`src/rtl/inv_mix_columns_iter_pkg.sv`:
```
// ---------------------------------------------------------------------------
// inv_mix_columns_iter_pkg
// Shared definitions for the iterative AES InvMixColumns engine:
//   - COL_W        : width of one AES state column (four bytes)
//   - fsm_state_t  : engine control states IDLE / BUSY / DONE
//   - galois_mult_*: GF(2^8) constant multipliers, reduction polynomial 0x11B,
//                    all built from xtime (galois_mult_2) chains
// ---------------------------------------------------------------------------
package inv_mix_columns_iter_pkg;

    localparam int COL_W = 32;

    typedef enum logic [1:0] {
        IDLE = 2'd0,
        BUSY = 2'd1,
        DONE = 2'd2
    } fsm_state_t;

    // xtime: multiply by x, folding the overflow bit back with 0x1B
    function automatic logic [7:0] galois_mult_2(input logic [7:0] x);
        return {x[6:0], 1'b0} ^ (x[7] ? 8'h1b : 8'h00);
    endfunction

    // 9 = 8 + 1
    function automatic logic [7:0] galois_mult_9(input logic [7:0] x);
        return galois_mult_2(galois_mult_2(galois_mult_2(x))) ^ x;
    endfunction

    // 11 = ((4 + 1) * 2) + 1
    function automatic logic [7:0] galois_mult_11(input logic [7:0] x);
        return galois_mult_2(galois_mult_2(galois_mult_2(x)) ^ x) ^ x;
    endfunction

    // 13 = ((2 + 1) * 4) + 1
    function automatic logic [7:0] galois_mult_13(input logic [7:0] x);
        return galois_mult_2(galois_mult_2(galois_mult_2(x) ^ x)) ^ x;
    endfunction

    // 14 = ((2 + 1) * 2 + 1) * 2
    function automatic logic [7:0] galois_mult_14(input logic [7:0] x);
        return galois_mult_2(galois_mult_2(galois_mult_2(x) ^ x) ^ x);
    endfunction

endpackage

```
`src/rtl/inv_mix_column_word.sv`:
```
// ---------------------------------------------------------------------------
// inv_mix_column_word
// Purely combinational InvMixColumns on a single 32-bit column.
// Ports:
//   col_in  [31:0] : input column, byte 0 (a0) in bits [31:24]
//   col_out [31:0] : transformed column, same byte order
// ---------------------------------------------------------------------------
module inv_mix_column_word
    import inv_mix_columns_iter_pkg::*;
(
    input  logic [COL_W-1:0] col_in,
    output logic [COL_W-1:0] col_out
);

    logic [7:0] a0, a1, a2, a3;
    logic [7:0] r0, r1, r2, r3;

    assign a0 = col_in[31:24];
    assign a1 = col_in[23:16];
    assign a2 = col_in[15:8];
    assign a3 = col_in[7:0];

    // Each output row is a rotation of the {0e, 0b, 0d, 09} coefficient row
    assign r0 = galois_mult_14(a0) ^ galois_mult_11(a1) ^ galois_mult_13(a2) ^ galois_mult_9(a3);
    assign r1 = galois_mult_9(a0)  ^ galois_mult_14(a1) ^ galois_mult_11(a2) ^ galois_mult_13(a3);
    assign r2 = galois_mult_13(a0) ^ galois_mult_9(a1)  ^ galois_mult_14(a2) ^ galois_mult_11(a3);
    assign r3 = galois_mult_11(a0) ^ galois_mult_13(a1) ^ galois_mult_9(a2)  ^ galois_mult_14(a3);

    assign col_out = {r0, r1, r2, r3};

endmodule

```
`src/rtl/inv_mix_columns_iter.sv`:
```
// ---------------------------------------------------------------------------
// inv_mix_columns_iter
// Iterative AES InvMixColumns engine for the decrypt round loop. A 128-bit
// state is captured, then transformed COLS_PER_CYCLE columns per clock, and
// the result is held until the downstream side takes it.
// Parameters:
//   COLS_PER_CYCLE : 1, 2 or 4 columns per BUSY cycle
// Ports:
//   clk       : rising-edge clock
//   rst_n     : asynchronous active-low reset
//   in_valid  : data_in carries a state to transform
//   in_ready  : engine is idle and will accept a state
//   data_in   : AES state, column c in bits [127-32c -: 32]
//   out_valid : data_out carries a completed result
//   out_ready : downstream takes data_out this cycle
//   data_out  : InvMixColumns(data_in), same layout, always registered
// ---------------------------------------------------------------------------
module inv_mix_columns_iter
    import inv_mix_columns_iter_pkg::*;
#(
    parameter int COLS_PER_CYCLE = 1
) (
    input  logic         clk,
    input  logic         rst_n,
    input  logic         in_valid,
    output logic         in_ready,
    input  logic [127:0] data_in,
    output logic         out_valid,
    input  logic         out_ready,
    output logic [127:0] data_out
);

    localparam int         NUM_COLS   = 4;
    localparam logic [1:0] COL_STEP   = 2'(COLS_PER_CYCLE);
    localparam logic [1:0] LAST_GROUP = 2'(NUM_COLS - COLS_PER_CYCLE);

    if (COLS_PER_CYCLE != 1 && COLS_PER_CYCLE != 2 && COLS_PER_CYCLE != 4) begin : g_bad_cols
        $error("inv_mix_columns_iter: COLS_PER_CYCLE must be 1, 2 or 4");
    end

    fsm_state_t   state;
    logic [127:0] src;
    logic [127:0] res;
    logic [1:0]   col_cnt;

    logic [COL_W-1:0] grp_in   [COLS_PER_CYCLE];
    logic [COL_W-1:0] grp_out  [COLS_PER_CYCLE];
    logic [6:0]       col_base [COLS_PER_CYCLE];

    // One column transformer per lane. Lane g handles column col_cnt+g; the
    // low bit offset of column c is (3-c)*32, and 3-c is just ~c in two bits.
    // col_cnt is always a multiple of COLS_PER_CYCLE, so lanes never wrap.
    for (genvar g = 0; g < COLS_PER_CYCLE; g++) begin : g_col
        logic [1:0] col_idx;
        assign col_idx     = col_cnt + 2'(g);
        assign col_base[g] = {~col_idx, 5'b0};
        assign grp_in[g]   = src[col_base[g] +: COL_W];

        inv_mix_column_word u_word (
            .col_in  (grp_in[g]),
            .col_out (grp_out[g])
        );
    end

    assign in_ready  = (state == IDLE);
    assign out_valid = (state == DONE);
    assign data_out  = res;

    // Control FSM plus datapath registers. src is only written on accept, so
    // input changes during BUSY/DONE cannot disturb the result; res only
    // changes in BUSY, so data_out stays stable while stalled in DONE.
    always_ff @(posedge clk or negedge rst_n) begin
        if (!rst_n) begin
            state   <= IDLE;
            src     <= '0;
            res     <= '0;
            col_cnt <= '0;
        end else begin
            case (state)
                IDLE: begin
                    if (in_valid) begin
                        src     <= data_in;
                        col_cnt <= '0;
                        state   <= BUSY;
                    end
                end
                BUSY: begin
                    for (int g = 0; g < COLS_PER_CYCLE; g++) begin
                        res[col_base[g] +: COL_W] <= grp_out[g];
                    end
                    col_cnt <= col_cnt + COL_STEP;
                    if (col_cnt == LAST_GROUP) begin
                        state <= DONE;
                    end
                end
                DONE: begin
                    if (out_ready) begin
                        state <= IDLE;
                    end
                end
                default: state <= IDLE;
            endcase
        end
    end

endmodule
```
`config.mk`:
```
export PLATFORM = sky130hd
export DESIGN_NAME = inv_mix_columns_iter
export DESIGN_NICKNAME = d
export VERILOG_FILES = /design/src/rtl/inv_mix_columns_iter_pkg.sv /design/src/rtl/inv_mix_column_word.sv /design/src/rtl/inv_mix_columns_iter.sv
export SDC_FILE = /design/constraint.sdc
export NUM_CORES = 1
export LEC_CHECK = 0
export CAP_MARGIN = 20
export CORE_MARGIN = 3
export CORE_UTILIZATION = 65
export CTS_CLUSTER_DIAMETER = 80
export DETAILED_ROUTE_END_ITERATION = 16
export DONT_BUFFER_PORTS = 1
export PLACE_DENSITY_LB_ADDON = 0.3
export SYNTH_ARGS = -nofsm -noshare
export SYNTH_HDL_FRONTEND = slang
export SYNTH_SLANG_ARGS = --single-unit
export TNS_END_PERCENT = 1
```
`constraint.sdc`:
```
create_clock -name clk -period 5.9 [get_ports clk]
set_input_delay 1.77 -clock clk [delete_from_list [all_inputs] [get_ports clk]]
set_output_delay 1.77 -clock clk [all_outputs]
set_load 0.05 [all_outputs]
```
Word-level counts from Yosys, hierarchy flattened. Index checks and enable logic that the tools add are counted.

Logic and storage cells: 120. Bits in registers: 260. Memories: 0. Bits in writable memories: 0. ROM bits: 0. Output and inout port bits: 130. Bits in latches: 0.

Shift-type cells: 3. Add/sub/neg operators: 2. Reductions and logical operators: 5. Divide/modulo/power cells: 0. $mul: 0. Mux-type cells: 35. Equal/unequal tests: 6. Bitwise operators: 65. Order comparisons: 0.

Operators with widths (number): bitwise XOR 8 bit (63); 2-to-1 mux 5 bit (28); bitwise mux 128 bit (1); variable shift 32 x 9 -> 128 bit (first input constant) (1); indexed part select 128 x 8 -> 32 bit (1); indexed part select 32 x 9 -> 128 bit (1); negation 7 -> 9 bit (1); 2-to-1 mux 2 bit (4); bitwise XOR 8 x 5 -> 8 bit (1); case mux 2 bit (3 select lines) (1); equality test 2 bit (second input constant) (2); != test 2 bit (second input constant) (2); case mux 2 bit (2 select lines) (1); AND reduction 2 bit (2); AND reduction 3 bit (1); adder 2 x 1 -> 2 bit (second input constant) (1); equality test 2 x 1 -> 1 bit (second input constant) (1); zero test 2 bit (1); != test 2 x 1 -> 1 bit (second input constant) (1); NOT 2 bit (1); nonzero test 2 bit (1).

Longest topological paths before layout.
Depth after elaboration: 15. Depth in mapped cells: 11.

By module. A second synthesis with hierarchy kept.

Cells, all modules: 1014. Area total of the unflattened synthesis: 13799.5 µm².

By module, submodules not included: inv_mix_columns_iter (area an instance 11566.1 µm², cells each 809, times used 1, sequential area each 6506.2 µm²); inv_mix_column_word (area an instance 2233.4 µm², cells each 205, times used 1, sequential area each 0.0 µm²).

Worst setup path before layout. Ideal clock, no wire load.

Kind: input -> register. From: input in_valid. To: register src[107]. Setup slack: 2.835 ns. Data arrival time: 2.940 ns. Path buffers: 2. Stages on the path: 4. Cell sequence: and2_1 -> clkbuf_1 -> buf_1 -> mux2_2.

Word-level cells in the longest chain between the ends: 1.

RTL lines: start, declared (RTL line inv_mix_columns_iter.sv:25) `input logic in_valid,`; AND reduction 2 bit (no line); end signal, assigned (RTL line inv_mix_columns_iter.sv:82) `src <= data_in;`; end, declared (RTL line inv_mix_columns_iter.sv:42) `logic [127:0] src;`.

Every way passes these cells. A chain may end at the register's enable or synchronous reset.

Final worst setup path.
From: register col_cnt[0]. To: register res[22] (netlist: data_out[22]).

Word-level cells in the longest chain between the ends: 13. Elaborated cells on any way between the ends: 98. Those cells by class: 1 x add/sub; 3 x shift; 29 x mux; 65 x bitwise.

RTL lines: start, declared (RTL line inv_mix_columns_iter.sv:44) `logic [1:0] col_cnt;`; start signal, assigned (RTL line inv_mix_columns_iter.sv:91) `col_cnt <= col_cnt + COL_STEP;`; NOT 2 bit (*) (RTL line inv_mix_columns_iter.sv:56) `assign col_base[g] = {~col_idx, 5'b0};`; indexed part select 128 x 8 -> 32 bit (RTL line inv_mix_columns_iter.sv:57) `assign grp_in[g] = src[col_base[g] +: COL_W];`; bitwise XOR 8 bit or 2-to-1 mux 5 bit (tied branches) (RTL line inv_mix_columns_iter_pkg.sv:21) `return {x[6:0], 1'b0} ^ (x[7] ? 8'h1b : 8'h00);`; bitwise XOR 8 bit (tied with other cells) (RTL line inv_mix_columns_iter_pkg.sv:21); bitwise XOR 8 bit (tied with other cells) (RTL line inv_mix_columns_iter_pkg.sv:31) `return galois_mult_2(galois_mult_2(galois_mult_2(x)) ^ x) ^ x;`; 2-to-1 mux 5 bit (tied with other cells) (RTL line inv_mix_columns_iter_pkg.sv:21); bitwise XOR 8 bit (tied with other cells) (RTL line inv_mix_columns_iter_pkg.sv:21); bitwise XOR 8 bit (on tied branches) (RTL line inv_mix_columns_iter_pkg.sv:31, inv_mix_columns_iter_pkg.sv:21, inv_mix_columns_iter_pkg.sv:36); bitwise XOR 8 bit (on tied branches) (3 in a row); indexed part select 32 x 9 -> 128 bit (RTL line inv_mix_columns_iter.sv:89) `res[col_base[g] +: COL_W] <= grp_out[g];`; bitwise mux 128 bit (*) (RTL line inv_mix_columns_iter.sv:89); end signal, assigned by index (RTL line inv_mix_columns_iter.sv:89); end, declared (RTL line inv_mix_columns_iter.sv:43) `logic [127:0] res;`.

Mark *: on every way between the ends. The rest lies on a longest branch, timed or not.

==> Flow_metrics.wiki <==
{| class="wikitable"
! Metric !! Value
|-
| Worst-skew pair later-pin latency || 0.52 ns
|-
| Starting density of the core || 66.4%
|-
| Global-route wire length before repair || 44300 um
|-
| Final Setup Violations || 0
|-
| Buffers inserted by post-CTS timing repair || 0
|-
| CTS Sinks || 260
|-
| Syn. warnings || 0
|-
| Via count of the first global-routing pass || 7523
|-
| Setup Total Neg Slack || 0 ns
|-
| Top cells by instance count after synthesis || sky130_fd_sc_hd__dfrtp_1 (260), sky130_fd_sc_hd__xnor2_1 (136), sky130_fd_sc_hd__mux2_2 (128)
|-
| Synth-to-Final Area Change || 7.35%
|-
| I/O Pins || 262
|-
| Hold violation count in the final report || 0
|-
| Distinct cell type count after synthesis || 33
|-
| Synthesized flop and latch total || 260
|-
| Post-layout nets || 1077
|-
| CP Launch Type || flop
|-
| Peak fanout along the critical path || 27
|-
| Seq/Total Area, Yosys || 52.0%
|-
| Die footprint || 0.0209 sq mm
|-
| Worst clock skew || 0.00638 ns
|-
| DRC errors left || 0
|-
| Total routed wirelength || 28600 um
|-
| Std cell rows || 50
|-
| Footprint of the multi-input gates || 0.00570 sq mm
|-
| Highest attainable clock frequency || 266 MHz
|-
| Htree depth || 1
|-
| Number of clock buffers inserted by TritonCTS || 25
|-
| Number of violations of the max-capacitance limit || 0
|-
| Cts repair resizes || 0
|-
| Global placement routability congestion || 0.984
|-
| Tightest Pin Transition || 1.02 ns
|-
| Worst Setup Path Type || reg -> reg
|-
| Cts-stage hold buffer count || 0
|-
| Syn Area/Cell || 13.0 sq um
|-
| Residual antenna-violating net count after detailed routing || 0
|-
| First-iteration detailed-routing DRC count || 422
|-
| Core area || 0.0188 sq mm
|-
| Async set-reset flop share out of synthesis || 100%
|-
| HP Class || reg -> reg
|-
| Data arrival time of the critical path || 4.11 ns
|-
| EDFF count, synth || 0
|-
| Share of the clock period used by the worst path || 63.7%
|-
| Height of the die || 145 um
|-
| Fin. max-slew vios || 0
|-
| Post-detailed-route wirelength per cell || 23.6 um
|-
| Total global-route track usage || 27.5%
|-
| Clock root buffer || sky130_fd_sc_hd__clkbuf_16
|-
| Congestion Overflow GR || 0
|-
| Initial antenna violation count || 8
|-
| CTS tree || yes
|-
| Proportion of layout cells with a drive suffix above 1 || 25.9%
|-
| Fraction of synthesized cell area taken by the top area cell type || 52.0%
|-
| Area of the mapped netlist || 0.0125 sq mm
|-
| Top-count cell post-synth || sky130_fd_sc_hd__dfrtp_1
|-
| Post-detailed-placement half-perimeter wirelength || 20800 um
|-
| Worst R2R Setup Slack || 2.14 ns
|-
| Number of fillers in the final layout || 1257
|-
| Endpoint class of the critical path || flop
|-
| Chip width || 145 um
|-
| Leading cell types by total area after synthesis || sky130_fd_sc_hd__dfrtp_1 (52%), sky130_fd_sc_hd__mux2_2 (12%), sky130_fd_sc_hd__xnor2_1 (9.5%), sky130_fd_sc_hd__mux4_2 (5.4%), sky130_fd_sc_hd__xnor2_2 (4.0%)
|-
| Number of buffers on the longest clock path || 3
|-
| Unrepaired setup endpoints after global routing || no
|-
| Post-synthesis cell count || 962
|-
| Largest net degree at the start of global routing || 261
|-
| Routed via count || 7254
|-
| Final period demand of the worst path || 3.76 ns
|-
| Sequential cell area || 0.00651 sq mm
|-
| Clock-pin slew reported for the worst setup and hold paths after clock tree synthesis || 0.06 ns
|-
| Relative slew slack || 31.9%
|-
| Most used flip-flop cell after synthesis || sky130_fd_sc_hd__dfrtp_1
|-
| Cell taking the most area after synthesis || sky130_fd_sc_hd__dfrtp_1
|-
| Post-Synthesis Net Count || 1099
|-
| Crit path required time || 6.25 ns
|-
| Port bufs || 0
|-
| Vias/cell || 5.97
|-
| Final standard cell utilization of the core || 71.3%
|-
| Length of the first detailed-routing pass in iterations || 5
|-
| Status || completed
|}
[path summary, 6_finish.rpt]
path / startpoint / end / cells after the start
worst max-delay path: col_cnt[0] / data_out[22] / 7
worst min-delay path: src[61] / src[61] / 1
worst max register to register: col_cnt[0] / data_out[22] / 7
worst min register to register: src[61] / src[61] / 1
max in group asynchronous: rst_n / src[58] / 0
min in group asynchronous: rst_n / data_out[106] / 0
[per-layer routing]
| metal | global-route usage, % | up-vias | share of wire, % |
|---|---|---|---|
| li1 | - | 3230 | - |
| met1 | 36.6 | 3640 | 39 |
| met2 | 44.3 | 308 | 48 |
| met3 | 9.73 | 62 | 11 |
| met4 | 5.89 | 14 | 2.3 |
| met5 | 0 | - | 0.30 |
[per-stage QoR]
step | worst slack [ns] | instance area (sq um) | hold slack (ns) | instances
5_1_grt | 1.84 | 13400 | 0.515 | 1215
3_5_place_dp | 2.14 | 12600 | 0.492 | 1173
2_1_floorplan | 2.84 | 12500 | 0.456 | 962
4_1_cts | 2.13 | 13400 | 0.506 | 1214
6_report | 2.14 | 13400 | 0.502 | 1215
3_3_place_gp | 2.15 | 12600 | 0.483 | 1173
[registers in the layout, summed over array words and instances, names as in the netlist]
| name | flops |
|---|---|
| src | 128 |
| data_out | 128 |
| state | 2 |
| col_cnt | 2 |
[cell usage in the layout (no fill, tap or decap), drive strengths merged, types with 9 or more instances in the layout]
cell	synthesis	final
a22o	22	22
buf	22	9
clkbuf	36	36
dfrtp	260	260
mux2	128	128
mux4	32	32
nand2	115	115
o21ai	108	108
xnor2	169	169
xor2	41	41
[kinds of logic after synthesis]
logic type                 Yosys count  share of synthesized area, %
muxes                              161                          17.4
buffers and inverters               62                          2.45
xor gates and xnor gates           211                          17.6
and+or+nand+nor                    132                          4.15
adders and majority gates            5                         0.500
AOI/OAI and AO/OA                  131                          5.92
DFF                                260                          52.0
[worst max-delay path, stage by stage (launching register included)]
cell	delay, ns
sky130_fd_sc_hd__dfrtp_2	0.82
sky130_fd_sc_hd__buf_4	0.44
sky130_fd_sc_hd__mux4_2	0.75
sky130_fd_sc_hd__xnor2_1	0.53
sky130_fd_sc_hd__xnor2_1	0.19
sky130_fd_sc_hd__xnor2_1	0.11
sky130_fd_sc_hd__xnor2_1	0.53
sky130_fd_sc_hd__o21ai_0	0.18
[area by class of cell]
cell class	count	area share (%)
multi-input combinational	640	42.5
clock buffer	36	5.56
clock inverter	5	0.391
inverter	4	0.112
antenna	1	0.0186
timing repair buffer	9	0.596
sequential	260	48.4
tap	260	2.42
Power is left out: the tool's default activity adds up to more than one toggle a clock period on the data nets, which glitch-free logic cannot reach.
